[config.mk]
export PLATFORM = sky130hd
export DESIGN_NAME = io_console
export DESIGN_NICKNAME = d
export VERILOG_FILES = /design/src/rtl/io_console_pkg.sv /design/src/rtl/io_console_sync_fifo.sv /design/src/rtl/io_console.sv
export SDC_FILE = /design/constraint.sdc
export NUM_CORES = 1
export LEC_CHECK = 0
export ABC_CLOCK_PERIOD_IN_PS = 5300
export CORE_MARGIN = 5
export CORE_UTILIZATION = 54
export CTS_BUF_LIST = sky130_fd_sc_hd__clkbuf_8 sky130_fd_sc_hd__clkbuf_16
export CTS_CLUSTER_DIAMETER = 80
export DETAILED_ROUTE_END_ITERATION = 8
export PLACE_DENSITY_LB_ADDON = 0.25
export SLEW_MARGIN = 20
export SYNTH_ARGS = -nofsm -noshare
export SYNTH_HDL_FRONTEND = slang
export SYNTH_SLANG_ARGS = --single-unit
[constraint.sdc]
create_clock -name clk -period 5.3 [get_ports clk]
set_clock_uncertainty 0.2 [all_clocks]
set_input_delay 1.06 -clock clk [delete_from_list [all_inputs] [get_ports clk]]
set_output_delay 1.06 -clock clk [all_outputs]
set_load 0.03 [all_outputs]
[src/rtl/io_console_pkg.sv]
// Shared constants for the memory-mapped console: region tag, register offsets,
// STATUS bit layout and a helper that packs the STATUS word.
package io_console_pkg;

  localparam logic [3:0] IO_REGION  = 4'hF;

  localparam logic [1:0] OFF_TXDATA = 2'd0;
  localparam logic [1:0] OFF_STATUS = 2'd1;
  localparam logic [1:0] OFF_CYCLES = 2'd2;

  localparam int ST_COUNT_LSB = 0;
  localparam int ST_EMPTY     = 4;
  localparam int ST_FULL      = 5;
  localparam int ST_OVERFLOW  = 6;

  function automatic logic [31:0] status_word(input logic ovf, input logic full,
                                              input logic empty, input logic [3:0] cnt);
    logic [31:0] w;
    w = '0;
    w[ST_COUNT_LSB +: 4] = cnt;
    w[ST_EMPTY]          = empty;
    w[ST_FULL]           = full;
    w[ST_OVERFLOW]       = ovf;
    return w;
  endfunction

endpackage

[src/rtl/io_console_sync_fifo.sv]
// Byte FIFO with wrap-bit pointers; a push into a full FIFO is accepted only
// when a pop happens on the same edge.
module sync_fifo #(
  parameter int DEPTH = 8,
  parameter int DW    = 8
) (
  input  logic                     clk,
  input  logic                     reset,
  input  logic                     push,
  input  logic [DW-1:0]            push_data,
  input  logic                     pop,
  output logic [DW-1:0]            head,
  output logic [$clog2(DEPTH):0]   count,
  output logic                     full,
  output logic                     empty,
  output logic                     push_ok
);

  localparam int AW = $clog2(DEPTH);
  localparam logic [AW:0] DEPTH_W = (AW+1)'(DEPTH);

  logic [DW-1:0] mem [DEPTH];
  logic [AW:0]   wr_ptr;
  logic [AW:0]   rd_ptr;
  logic          do_pop;

  assign count   = wr_ptr - rd_ptr;
  assign full    = (count == DEPTH_W);
  assign empty   = (count == '0);
  assign do_pop  = pop & ~empty;
  assign push_ok = push & (~full | do_pop);
  assign head    = mem[rd_ptr[AW-1:0]];

  always_ff @(posedge clk or negedge reset) begin
    if (!reset) begin
      wr_ptr <= '0;
      rd_ptr <= '0;
    end else begin
      if (push_ok) wr_ptr <= wr_ptr + 1'b1;
      if (do_pop)  rd_ptr <= rd_ptr + 1'b1;
    end
  end

  // Storage is not reset; slots are only observed after being written.
  always_ff @(posedge clk) begin
    if (push_ok) mem[wr_ptr[AW-1:0]] <= push_data;
  end

endmodule

[src/rtl/io_console.sv]
// Console output device in the 0xF000 I/O region: TXDATA/STATUS/CYCLES registers,
// byte FIFO drained over valid/ready, one-cycle registered reads.
module io_console
  import io_console_pkg::*;
#(
  parameter int WIDTH      = 32,
  parameter int ADDR_WIDTH = 16,
  parameter int DEPTH      = 8
) (
  input  logic                  clk,
  input  logic                  reset,
  input  logic                  MemWrite,
  input  logic [ADDR_WIDTH-1:0] memAddr,
  input  logic [WIDTH-1:0]      memWriteData,
  output logic [WIDTH-1:0]      ioReadData,
  output logic                  txValid,
  output logic [7:0]            txData,
  input  logic                  txReady
);

  localparam int CW = $clog2(DEPTH) + 1;

  logic            sel;
  logic [1:0]      offset;
  logic            wr_tx;
  logic            wr_status;
  logic            wr_cycles;
  logic            pop;
  logic [7:0]      head;
  logic [CW-1:0]   count;
  logic            full;
  logic            empty;
  logic            push_ok;
  logic            overflow;
  logic [31:0]     cycles;
  logic [7:0]      last_byte;
  logic [3:0]      count4;
  logic [WIDTH-1:0] rd_mux;
  logic            unused_addr;

  assign sel       = (memAddr[ADDR_WIDTH-1 -: 4] == IO_REGION);
  assign offset    = memAddr[3:2];
  assign wr_tx     = sel & MemWrite & (offset == OFF_TXDATA);
  assign wr_status = sel & MemWrite & (offset == OFF_STATUS);
  assign wr_cycles = sel & MemWrite & (offset == OFF_CYCLES);
  assign pop       = txValid & txReady;
  assign unused_addr = ^{memAddr[ADDR_WIDTH-5:4], memAddr[1:0]};

  sync_fifo #(.DEPTH(DEPTH), .DW(8)) u_fifo (
    .clk       (clk),
    .reset     (reset),
    .push      (wr_tx),
    .push_data (memWriteData[7:0]),
    .pop       (pop),
    .head      (head),
    .count     (count),
    .full      (full),
    .empty     (empty),
    .push_ok   (push_ok)
  );

  assign txValid = ~empty;
  // When drained, the bus keeps showing the byte most recently handed to the sink.
  assign txData  = empty ? last_byte : head;
  assign count4  = 4'(count);

  always_comb begin
    rd_mux = '0;
    case (offset)
      OFF_STATUS: rd_mux = status_word(overflow, full, empty, count4);
      OFF_CYCLES: rd_mux = cycles;
      default:    rd_mux = '0;
    endcase
  end

  always_ff @(posedge clk or negedge reset) begin
    if (!reset) begin
      overflow   <= 1'b0;
      cycles     <= '0;
      last_byte  <= '0;
      ioReadData <= '0;
    end else begin
      // A dropped push wins over a clearing write on the same edge.
      if (wr_tx & ~push_ok)  overflow <= 1'b1;
      else if (wr_status)    overflow <= 1'b0;

      cycles <= wr_cycles ? memWriteData : cycles + 32'd1;

      if (pop) last_byte <= head;

      if (sel & ~MemWrite) ioReadData <= rd_mux;
    end
  end

endmodule

==> flow_metrics.env <==
export IMPL_place_area_sq_mm=0.00745
export IMPL_design_core_area_sq_mm=0.0119
export IMPL_ys_warn_count=0
export IMPL_ys_types=42
export IMPL_cts_reportedPaths_clkPinSlew_ns=0.06
export IMPL_fin_crit_ns=4.83
export IMPL_maxCapViolCount=0
export IMPL_fin_crit_sh_pct=91.2
export IMPL_async_reset_ff_share_pct=55.9
export IMPL_grt_pass1_wl_mm=23.6
export IMPL_synth_top_cell_area_share_pct=31.3
export IMPL_routedWlPerCell_um=17.6
export IMPL_startpoint="u_fifo.wr_ptr[0]"
export IMPL_ir_worst_vdd_mv=0.333
export IMPL_max_freq_ghz=0.207
export IMPL_gr_usage_all_layers_pct=21.0
export IMPL_worst_slew_pin_slew_ns=1.02
export IMPL_antenna_found_initial=0
export IMPL_synth_mux_area_share_pct=7.49
export IMPL_drive_gt1_share_pct=12.6
export IMPL_syn_to_final_growth_pct=25.4
export IMPL_io_buffers=82
export IMPL_dieHeight_um=119
export IMPL_crit_end="txData[6]"
export IMPL_ys_ff_latch=145
export IMPL_die_area_sq_mm=0.0143
export IMPL_reg2reg_to="u_fifo.mem[6][6]"
export IMPL_num_vias=4464
export IMPL_numCtsBuffers=17
export IMPL_cts_root_buffer="clkbuf_16"
export IMPL_viasPerCell=5.64
export IMPL_dp_cells=759
export IMPL_status="finished, final reports clean"
export IMPL_drtIter0Drc=332
export IMPL_hold_ws_ns=0.277
export IMPL_clock_path_buffers=2
export IMPL_crit_path_cell_trace="inv_1, ha_1, inv_1, fa_1, xnor2_1, and3_1, nand3_2, a31oi_1, clkdlybuf4s50_1"
export IMPL_power_density_mw_per_mm2=503
export IMPL_power_leakage_nw=3.18
export IMPL_rsz0062_at_grt="no"
export IMPL_ys_flop_type="dfrtp_1"
export IMPL_r2r_setup_slack_ns=1.68
export IMPL_grt_max_degree=82
export IMPL_ioPinCount=93
export IMPL_hold_violations=0
export IMPL_synth_edf_count=64
export IMPL_rows=40
export IMPL_drt_first_pass_iters=5
export IMPL_min_path_cells=2
export IMPL_yosysSeqAreaShare_pct=61.1
export IMPL_h_tree_depth=4
export IMPL_yosys_area_share_simple_pct=14.1
export IMPL_nets=693
export IMPL_postCtsHoldBufs=0
export IMPL_dpl_worst_slack_ns=0.651
export IMPL_yosys_area_top_type="dfrtp_1"
export IMPL_cpMostUsedCell="inv_1"
export IMPL_fin_area_sq_mm=0.00811
export IMPL_cpPeakStageDelay_ns=0.72
export IMPL_syn_avg_cell_area_sq_um=11.8
export IMPL_cts_tree="built"
export IMPL_diodes=0
export IMPL_syn_area_sq_mm=0.00647
export IMPL_reg2regPathDepth=9
export IMPL_cp_start_kind="flip-flop"
export IMPL_hold_class="reg -> reg"
export IMPL_syn_inst=547
export IMPL_start_util_pct=54.5
export IMPL_cp_max_fo=19
export IMPL_synth_compound_area_share_pct=7.93
export IMPL_synth_top_family_by_area="simple AND/OR/NAND/NOR gates"
export IMPL_cp_num_buf_inv=3
export IMPL_dp_hpwl_mm=9.19
export IMPL_fin_cells=791
export IMPL_synth_fp_nets=609
export IMPL_worstSetupPathType="reg -> out"
export IMPL_setup_ws_ns=0.468
export IMPL_synthTopCellsByArea="dfrtp_1, edfxtp_1, nand2_1"
export IMPL_cp_num_cells=9
export IMPL_drc_errors=0
export IMPL_first_global_vias=4742
export IMPL_finalPower_mw=4.08
export IMPL_finalSetupTns_ns=0
export IMPL_synth_xor_area_share_pct=4.88
export IMPL_clock_sinks=145
export IMPL_clk_latency_ns=0.42
export IMPL_crit_path_end_kind="output port"
export IMPL_synthAdderAreaFrac_pct=2.05
export IMPL_critPathRequiredTime_ns=4.04
export IMPL_final_util_pct=68.4
export IMPL_nFillCells=866
export IMPL_worstPathArrival_ns=3.57
export IMPL_cts_setup_buffers=0
export IMPL_rr_startpoint="u_fifo.wr_ptr[0]"
export IMPL_crit_family="buffers and inverters"
export IMPL_slew_headroom_pct=32.0
export IMPL_wl_mm=14.0
export IMPL_antenna_left=0
export IMPL_gp_congestion=0.806
export IMPL_die_width_um=119
export IMPL_finalMaxSlewViolations=0
export IMPL_overflow=0
export IMPL_setup_violations=0
export IMPL_slowest_stage="clkdlybuf4s50_1"
synth_stat cells, types with 3 or more instances:
| cell type | number |
|---|---|
| xor2_1 | 22 |
| nand4_1 | 11 |
| a31oi_1 | 11 |
| inv_1 | 12 |
| edfxtp_1 | 64 |
| nor2_1 | 46 |
| a22o_1 | 3 |
| buf_1 | 3 |
| nand2_1 | 97 |
| a21oi_1 | 29 |
| o21ai_0 | 32 |
| nor3_1 | 7 |
| xnor2_1 | 14 |
| clkbuf_1 | 22 |
| mux4_2 | 16 |
| and3_1 | 6 |
| o31ai_1 | 5 |
| dfrtp_1 | 81 |
| mux2_2 | 11 |
| buf_2 | 4 |
| ha_1 | 9 |
| nand3_1 | 15 |
registers in the layout, summed over array words and instances (netlist names):
name           flops
cycles            32
u_fifo.rd_ptr      4
u_fifo.mem        64
last_byte          8
overflow           1
u_fifo.wr_ptr      4
ioReadData        32
routing by layer:
metal	part of all wire, %	GRT usage, %
met5	0	0
met4	1.2	6.08
met3	5.6	5.56
met2	50	34.0
met1	43	28.1
where the power goes:
| group | total [mW] | switching [mW] | internal (mW) |
|---|---|---|---|
| logic | 1.28 | 0.702 | 0.574 |
| registers | 1.52 | 0.170 | 1.35 |
| clock network | 1.28 | 0.452 | 0.832 |
layout make-up:
type | count | area (sq um) | share of cell area [%]
clock buffer | 17 | 425 | 5.25
inverter | 13 | 48.8 | 0.602
multi-input combinational | 360 | 2370 | 29.3
clock inverter | 15 | 215 | 2.65
timing repair buffer | 94 | 912 | 11.2
tap | 147 | 184 | 2.27
sequential | 145 | 3950 | 48.7
placed cells by master (no fill, tap or decap), types with 12 or more instances in the layout:
cell type        instances
clkbuf_16               17
xor2_1                  22
inv_1                   13
buf_4                   12
nand3_1                 14
nand2_1                 96
dfrtp_1                 81
clkdlybuf4s50_1         81
xnor2_1                 14
mux4_2                  16
edfxtp_1                64
nor2_1                  46
o21ai_0                 32
a21oi_1                 29
worst min-delay path, delay by kind of cell (launching register included):
family | cells | cell delay (ns)
and+or+nand+nor | 1 | 0.05
DFF | 1 | 0.34
AOI/OAI and AO/OA | 1 | 0.06
cell families (layout without fill, tap and decap cells):
| logic type | after synthesis | after routing |
|---|---|---|
| multiplexers | 27 | 27 |
| buffers and inverters | 42 | 139 |
| AND/OR/NAND/NOR | 198 | 198 |
| XOR/XNOR | 36 | 36 |
| flip-flops | 145 | 145 |
| adder cells (fa/ha/maj) | 10 | 10 |
| AO/OA/AOI/OAI | 89 | 89 |
timing repair:
item / 4_1_cts / 5_1_grt
endpoints found under the setup margin: 0 / 8
hold endpoints to repair: 0 / 0
gates resized for setup: 0 / 1
worst min-delay path by stage:
stage,endpoint,from,slack [ns]
final,ioReadData[7],ioReadData[7],0.28
after global routing,ioReadData[19],ioReadData[19],0.31
after CTS,ioReadData[7],ioReadData[7],0.28
after detailed placement,ioReadData[7],ioReadData[7],0.27
after global placement,ioReadData[7],ioReadData[7],0.27
after floorplan,overflow,overflow,0.25
(Power assumes the default switching activity.)
